===== config.mk =====
export PLATFORM = sky130hd
export DESIGN_NAME = uart_rx
export DESIGN_NICKNAME = d
export VERILOG_FILES = /design/src/rtl/uart_pkg.sv /design/src/rtl/uart_baud_tick.sv /design/src/rtl/uart_rx.sv
export SDC_FILE = /design/constraint.sdc
export NUM_CORES = 1
export LEC_CHECK = 0
export ABC_AREA = 1
export ABC_CLOCK_PERIOD_IN_PS = 1300
export CAP_MARGIN = 10
export CORE_MARGIN = 5
export CORE_UTILIZATION = 40
export CTS_BUF_LIST = sky130_fd_sc_hd__clkbuf_8 sky130_fd_sc_hd__clkbuf_16
export CTS_CLUSTER_DIAMETER = 100
export DETAILED_ROUTE_END_ITERATION = 12
export DONT_BUFFER_PORTS = 1
export HOLD_SLACK_MARGIN = 0.15
export SYNTH_ARGS = -nofsm -noshare
export SYNTH_HDL_FRONTEND = slang
export SYNTH_SLANG_ARGS = --single-unit
export TNS_END_PERCENT = 20

===== constraint.sdc =====
create_clock -name clk -period 1.3 [get_ports clk]
set_input_delay 0.26 -clock clk [delete_from_list [all_inputs] [get_ports clk]]
set_output_delay 0.26 -clock clk [all_outputs]
set_load 0.005 [all_outputs]

===== src/rtl/uart_pkg.sv =====
// uart_pkg: definitions shared by the UART receiver and the future transmitter.
//   OVERSAMPLE - oversample ticks per bit period
//   MID_SAMPLE - ticks from the start edge to the start-bit midpoint
//   DATA_BITS  - data bits per frame
//   uart_state_t - receiver/transmitter FSM state encoding
//   even_parity_err() - 1 when data plus received parity bit has odd weight
package uart_pkg;

    localparam int unsigned OVERSAMPLE = 16;
    localparam int unsigned MID_SAMPLE = 8;
    localparam int unsigned DATA_BITS  = 8;

    typedef enum logic [2:0] {
        IDLE   = 3'd0,
        START  = 3'd1,
        DATA   = 3'd2,
        PARITY = 3'd3,
        STOP   = 3'd4,
        BREAK  = 3'd5
    } uart_state_t;

    function automatic logic even_parity_err(input logic [DATA_BITS-1:0] data,
                                             input logic                 par);
        return ^{data, par};
    endfunction

endpackage


===== src/rtl/uart_baud_tick.sv =====
// uart_baud_tick: oversample tick generator.
//   Counts 0..DIV-1 and pulses tick for one clock while the count is DIV-1.
//   restart forces the count back to 0 so the next tick lands DIV clocks later.
// Ports:
//   clk     - system clock, rising edge
//   rst_n   - asynchronous active-low reset
//   restart - synchronous counter restart
//   tick    - one-clock pulse every DIV clocks
module uart_baud_tick #(
    parameter int unsigned DIV = 27
) (
    input  logic clk,
    input  logic rst_n,
    input  logic restart,
    output logic tick
);

    localparam int unsigned CW = (DIV > 1) ? $clog2(DIV) : 1;
    localparam logic [CW-1:0] LAST = CW'(DIV - 1);

    logic [CW-1:0] cnt;

    always_ff @(posedge clk or negedge rst_n) begin
        if (!rst_n) begin
            cnt <= '0;
        end else if (restart || (cnt == LAST)) begin
            cnt <= '0;
        end else begin
            cnt <= cnt + 1'b1;
        end
    end

    assign tick = (cnt == LAST);

endmodule


===== src/rtl/uart_rx.sv =====
// uart_rx: 16x oversampled asynchronous receiver for 8-bit frames
//   (start, 8 data LSB-first, optional even parity, 1 stop).
// Build option:
//   UART_RX_PARITY_EN - adds the parity bit to the frame and the PARITY_ERR port.
// Ports:
//   clk        - system clock, rising edge
//   rst_n      - asynchronous active-low reset
//   UART_RX    - serial line, idle high, asynchronous to clk
//   RX_DATA    - last received byte, updated at the stop-bit sample
//   RX_STATUS  - high from confirmed start midpoint until the frame completes;
//                its falling edge marks RX_DATA valid
//   FRAME_ERR  - stop bit of the last frame sampled low
//   PARITY_ERR - parity mismatch on the last frame (parity build only)
module uart_rx
    import uart_pkg::*;
#(
    parameter int unsigned CLK_FREQ = 50_000_000,
    parameter int unsigned BAUD     = 115_200,
    parameter int unsigned DIV      = CLK_FREQ / (BAUD * 16)
) (
    input  logic       clk,
    input  logic       rst_n,
    input  logic       UART_RX,
    output logic [7:0] RX_DATA,
    output logic       RX_STATUS,
    output logic       FRAME_ERR
`ifdef UART_RX_PARITY_EN
    ,
    output logic       PARITY_ERR
`endif
);

    localparam logic [3:0] OS_LAST  = 4'(OVERSAMPLE - 1);
    localparam logic [3:0] MID_LAST = 4'(MID_SAMPLE - 1);
    localparam logic [2:0] BIT_LAST = 3'(DATA_BITS - 1);

    // ------------------------------------------------------------------
    // Input conditioning: 2-FF synchronizer plus edge register.
    // These reset low so that a line already low at reset release is not
    // mistaken for a start edge; the line must be seen high first.
    // ------------------------------------------------------------------
    logic sync1;
    logic sync2;
    logic line_q;
    logic line;
    logic fall;

    always_ff @(posedge clk or negedge rst_n) begin
        if (!rst_n) begin
            sync1  <= 1'b0;
            sync2  <= 1'b0;
            line_q <= 1'b0;
        end else begin
            sync1  <= UART_RX;
            sync2  <= sync1;
            line_q <= sync2;
        end
    end

    assign line = sync2;
    assign fall = line_q & ~sync2;

    // ------------------------------------------------------------------
    // Oversample tick, re-phased to the detected start edge
    // ------------------------------------------------------------------
    uart_state_t state;
    logic        restart;
    logic        tick;

    assign restart = (state == IDLE) && fall;

    uart_baud_tick #(
        .DIV(DIV)
    ) u_tick (
        .clk    (clk),
        .rst_n  (rst_n),
        .restart(restart),
        .tick   (tick)
    );

    // ------------------------------------------------------------------
    // Frame FSM
    // ------------------------------------------------------------------
    logic [3:0] os_cnt;
    logic [2:0] bit_cnt;
    logic [7:0] shreg;
    logic       done;
`ifdef UART_RX_PARITY_EN
    logic       par_bit;
`endif

    always_ff @(posedge clk or negedge rst_n) begin
        if (!rst_n) begin
            state      <= IDLE;
            os_cnt     <= '0;
            bit_cnt    <= '0;
            shreg      <= '0;
            done       <= 1'b0;
            RX_DATA    <= '0;
            RX_STATUS  <= 1'b0;
            FRAME_ERR  <= 1'b0;
`ifdef UART_RX_PARITY_EN
            par_bit    <= 1'b0;
            PARITY_ERR <= 1'b0;
`endif
        end else begin
            // RX_STATUS drops one clock after RX_DATA is loaded so that the
            // falling edge always sees the new byte.
            done <= 1'b0;
            if (done) begin
                RX_STATUS <= 1'b0;
            end

            case (state)
                IDLE: begin
                    if (fall) begin
                        state   <= START;
                        os_cnt  <= '0;
                        bit_cnt <= '0;
                    end
                end

                START: begin
                    if (tick) begin
                        if (os_cnt == MID_LAST) begin
                            os_cnt <= '0;
                            if (!line) begin
                                RX_STATUS <= 1'b1;
                                state     <= DATA;
                            end else begin
                                state <= IDLE;
                            end
                        end else begin
                            os_cnt <= os_cnt + 1'b1;
                        end
                    end
                end

                DATA: begin
                    if (tick) begin
                        if (os_cnt == OS_LAST) begin
                            os_cnt  <= '0;
                            shreg   <= {line, shreg[7:1]};
                            bit_cnt <= bit_cnt + 1'b1;
                            if (bit_cnt == BIT_LAST) begin
`ifdef UART_RX_PARITY_EN
                                state <= PARITY;
`else
                                state <= STOP;
`endif
                            end
                        end else begin
                            os_cnt <= os_cnt + 1'b1;
                        end
                    end
                end

`ifdef UART_RX_PARITY_EN
                PARITY: begin
                    if (tick) begin
                        if (os_cnt == OS_LAST) begin
                            os_cnt  <= '0;
                            par_bit <= line;
                            state   <= STOP;
                        end else begin
                            os_cnt <= os_cnt + 1'b1;
                        end
                    end
                end
`endif

                STOP: begin
                    if (tick) begin
                        if (os_cnt == OS_LAST) begin
                            os_cnt     <= '0;
                            RX_DATA    <= shreg;
                            FRAME_ERR  <= ~line;
`ifdef UART_RX_PARITY_EN
                            PARITY_ERR <= even_parity_err(shreg, par_bit);
`endif
                            done       <= 1'b1;
                            state      <= line ? IDLE : BREAK;
                        end else begin
                            os_cnt <= os_cnt + 1'b1;
                        end
                    end
                end

                BREAK: begin
                    // A low stop bit may be a line break; only a high line
                    // re-arms start detection.
                    if (line) begin
                        state <= IDLE;
                    end
                end

                default: begin
                    state <= IDLE;
                end
            endcase
        end
    end

endmodule


==> flow_metrics.env <==
export IMPL_clkPwrFrac_pct=19.2
export IMPL_drt_initial_drc_count=60
export IMPL_syn_to_final_growth_pct=22.8
export IMPL_multi_input_area_um2=865
export IMPL_h_tree_depth=2
export IMPL_power_frac_comb_pct=46.0
export IMPL_ys_warn_count=0
export IMPL_power_internal_mw=2.47
export IMPL_route_detailed_drc=0
export IMPL_setup_viol=28
export IMPL_switchingPower_mw=1.66
export IMPL_ys_seq_area_share_pct=50.5
export IMPL_vdd_drop_max_mv=0.839
export IMPL_dr_total_vias=1368
export IMPL_final_core_util_pct=51.0
export IMPL_criticalPathCategory="flop to flop"
export IMPL_stdcell_area_um2=2250
export IMPL_layout_cells_non_filler=285
export IMPL_synth_cell_types=26
export IMPL_cp_start_kind="flop"
export IMPL_seqCellArea_um2=927
export IMPL_synth_async_reset_ratio_pct=100
export IMPL_grt_ovfl_total=0
export IMPL_fmax_ghz=0.703
export IMPL_cp_end_kind="flop"
export IMPL_synth_net_count=210
export IMPL_die_y_um=77.7
export IMPL_violations="negative setup slack"
export IMPL_p_leak_nw=1.03
export IMPL_period_minus_slack_ns=1.42
export IMPL_gp_congestion=0.770
export IMPL_worstPathRequired_ns=1.48
export IMPL_finalWorstSetupSlack_ns=-0.121
export IMPL_slew_headroom_pct=81.1
export IMPL_synth_cells=202
export IMPL_final_hold_violation_count=0
export IMPL_grt_max_degree=38
export IMPL_synth_edf_count=0
export IMPL_synth_common_cells="54 x nand2_1, 37 x dfrtp_1, 22 x o21ai_1"
export IMPL_die_w_um=77.7
export IMPL_die_area_um2=6040
export IMPL_clk_insertion_delay_late_ns=0.29
export IMPL_cap_violations=0
export IMPL_antenna_found_initial=0
export IMPL_io_pins=13
export IMPL_antenna_cells=0
export IMPL_whs_ns=0.370
export IMPL_clockBufferDepth=2
export IMPL_sw_frac_of_total_pct=40.2
export IMPL_synth_most_common_cell="nand2_1"
export IMPL_fill_cells=406
export IMPL_core_area_um2=4410
export IMPL_synthFlopType="dfrtp_1"
export IMPL_grt_pass1_vias=1393
export IMPL_synth_area_um2=1830
export IMPL_clkSinkCount=37
export IMPL_worst_path_max_fanout=7
export IMPL_root_buffer="clkbuf_8"
export IMPL_numCtsBuffers=5
export IMPL_rows=24
export IMPL_io_buffers=0
export IMPL_routed_wl_um=3590
export IMPL_cts_clk_slew_worst_paths_ns=0.07
export IMPL_rsz0062_at_grt="yes"
export IMPL_total_power_mw=4.13
export IMPL_finClkSkew_ns=0.00752
export IMPL_wire_per_inst_um=12.6
export IMPL_detail_route_antenna_nets=0
export IMPL_grt_total_usage_pct=13.7
export IMPL_netlist_top_cell_by_area="dfrtp_1"
export IMPL_seqPwrFrac_pct=34.8
export IMPL_ys_ff_latch=37
export IMPL_status="finished with violations"
export IMPL_arrival_ns=1.60
export IMPL_place_ws_ns=-0.112
export IMPL_drive_above_1_share_pct=33.0
export IMPL_synthTopCellsByArea="dfrtp_1 51%, nand2_1 11%, o21ai_1 6.0%"
export IMPL_finalCritPeriodShare_pct=109
export IMPL_synth_largest_type_area_fraction_pct=50.5
export IMPL_dp_cells=269
export IMPL_slew_viol_final=0
export IMPL_dr_pass1_iters=4
export IMPL_grt_pass1_wl_um=6700
export IMPL_tns_ns=-1.96
export IMPL_max_slew_worst_pin_slew_ns=0.282
export IMPL_place_hpwl_um=2540
export IMPL_finish_net_count=240
export IMPL_cts_tree="built"
export IMPL_vias_per_cell=4.80
export IMPL_power_density_nw_per_um2=1830
export IMPL_hp_class="flop to flop"
export IMPL_avgSynthCellArea_um2=9.07
export IMPL_initial_utilization_pct=41.5
export IMPL_place_area_um2=2020
final cells by class:
| class | count | share of cell area, % |
|---|---|---|
| repair buffers | 26 | 9.45 |
| clock inverters | 3 | 0.834 |
| inverters | 23 | 4.17 |
| flip-flops and latches | 37 | 41.2 |
| clock buffers | 5 | 3.06 |
| multi-input cells | 139 | 38.4 |
| well taps | 52 | 2.89 |
final timing paths:
check	from	to	slack, ns	cells after the start
max in group asynchronous	rst_n	state[0]$_DFFE_PN0P_	0.69	2
hold / removal	sync1$_DFF_PN0_	line$_DFF_PN0_	0.37	0
min in group asynchronous	rst_n	RX_DATA[6]$_DFFE_PN0P_	0.41	2
setup reg to reg	u_tick.cnt[0]$_DFF_PN0_	state[0]$_DFFE_PN0P_	-0.12	11
setup / recovery	u_tick.cnt[0]$_DFF_PN0_	state[0]$_DFFE_PN0P_	-0.12	11
hold reg to reg	sync1$_DFF_PN0_	line$_DFF_PN0_	0.37	0
layout by cell type (no fill, tap or decap):
cell            n
inv_4           3
nand2_8         1
inv_2           5
nor3_4          1
nand3_1        10
buf_12          1
o21ai_1        24
inv_1          16
dfrtp_2         1
buf_4          23
nand3_2         3
nor2_2          4
o21ai_0         2
nand2_1        48
ha_1            4
ha_2            1
nor2_1          5
nand3_4         2
o21ai_2         2
clkbuf_8        5
o32ai_4         1
nor2_4          5
dfrtp_1        36
or2_2           1
clkinvlp_4      2
dlygate4sd3_1   2
nand2_4         4
xnor2_1         2
a21boi_0        1
xor2_1          3
nand2_2        12
a21oi_1         3
critical path, stage by stage, from the launching register on:
cell and delay (ns):
dfrtp_1 0.38, inv_1 0.06, ha_1 0.14, nand2_1 0.06, inv_2 0.09, nand2_8 0.09, nand2_4 0.08, nand2_2 0.06
nor2_4 0.16, nand2_2 0.09, nand2_1 0.06, nand2_1 0.05
power by group through the flow:
stage	clock network [mW]	logic (mW)	registers [mW]
2_1_floorplan	0	1.24	1.45
3_3_place_gp	0	1.72	1.45
3_5_place_dp	0	1.72	1.45
4_1_cts	0.825	1.82	1.43
5_1_grt	0.889	2.14	1.46
6_report	0.792	1.90	1.43
flip-flops by register name, indices dropped and copies added (netlist names):
signal,flops
FRAME_ERR,1
line,1
os_cnt,4
RX_STATUS,1
RX_DATA,8
line_q,1
done,1
sync1,1
state,3
shreg,8
u_tick.cnt,5
bit_cnt,3
metal layers:
layer	GRT usage (%)	vias to the layer above	wire, um
met3	4.28	4	157
met4	4.64	0	54
met5	0	-	0
met2	20.8	16	1700
met1	18.7	637	1670
li1	-	711	-
logic make-up (layout without fill, tap and decap cells):
kind of cell               Yosys count  count (layout)  share of synthesized area (%)
AOI/OAI and AO/OA                   33              33                           9.56
adders and majority gates            5               5                           3.41
xor gates and xnor gates             5               5                           2.39
DFF                                 37              37                           50.5
buffers and inverters               26              57                           6.48
and+or+nand+nor                     96              96                           27.6
timing repair:
action                                  CTS  global route
endpoints found under the hold margin    38             0
pin swaps                                 3             7
hold buffers                              3             0
endpoints found under the setup margin   28            34
gates resized for setup                  11             8
setup buffers                             2             3
Note: power is estimated with default switching activity, not from simulation.
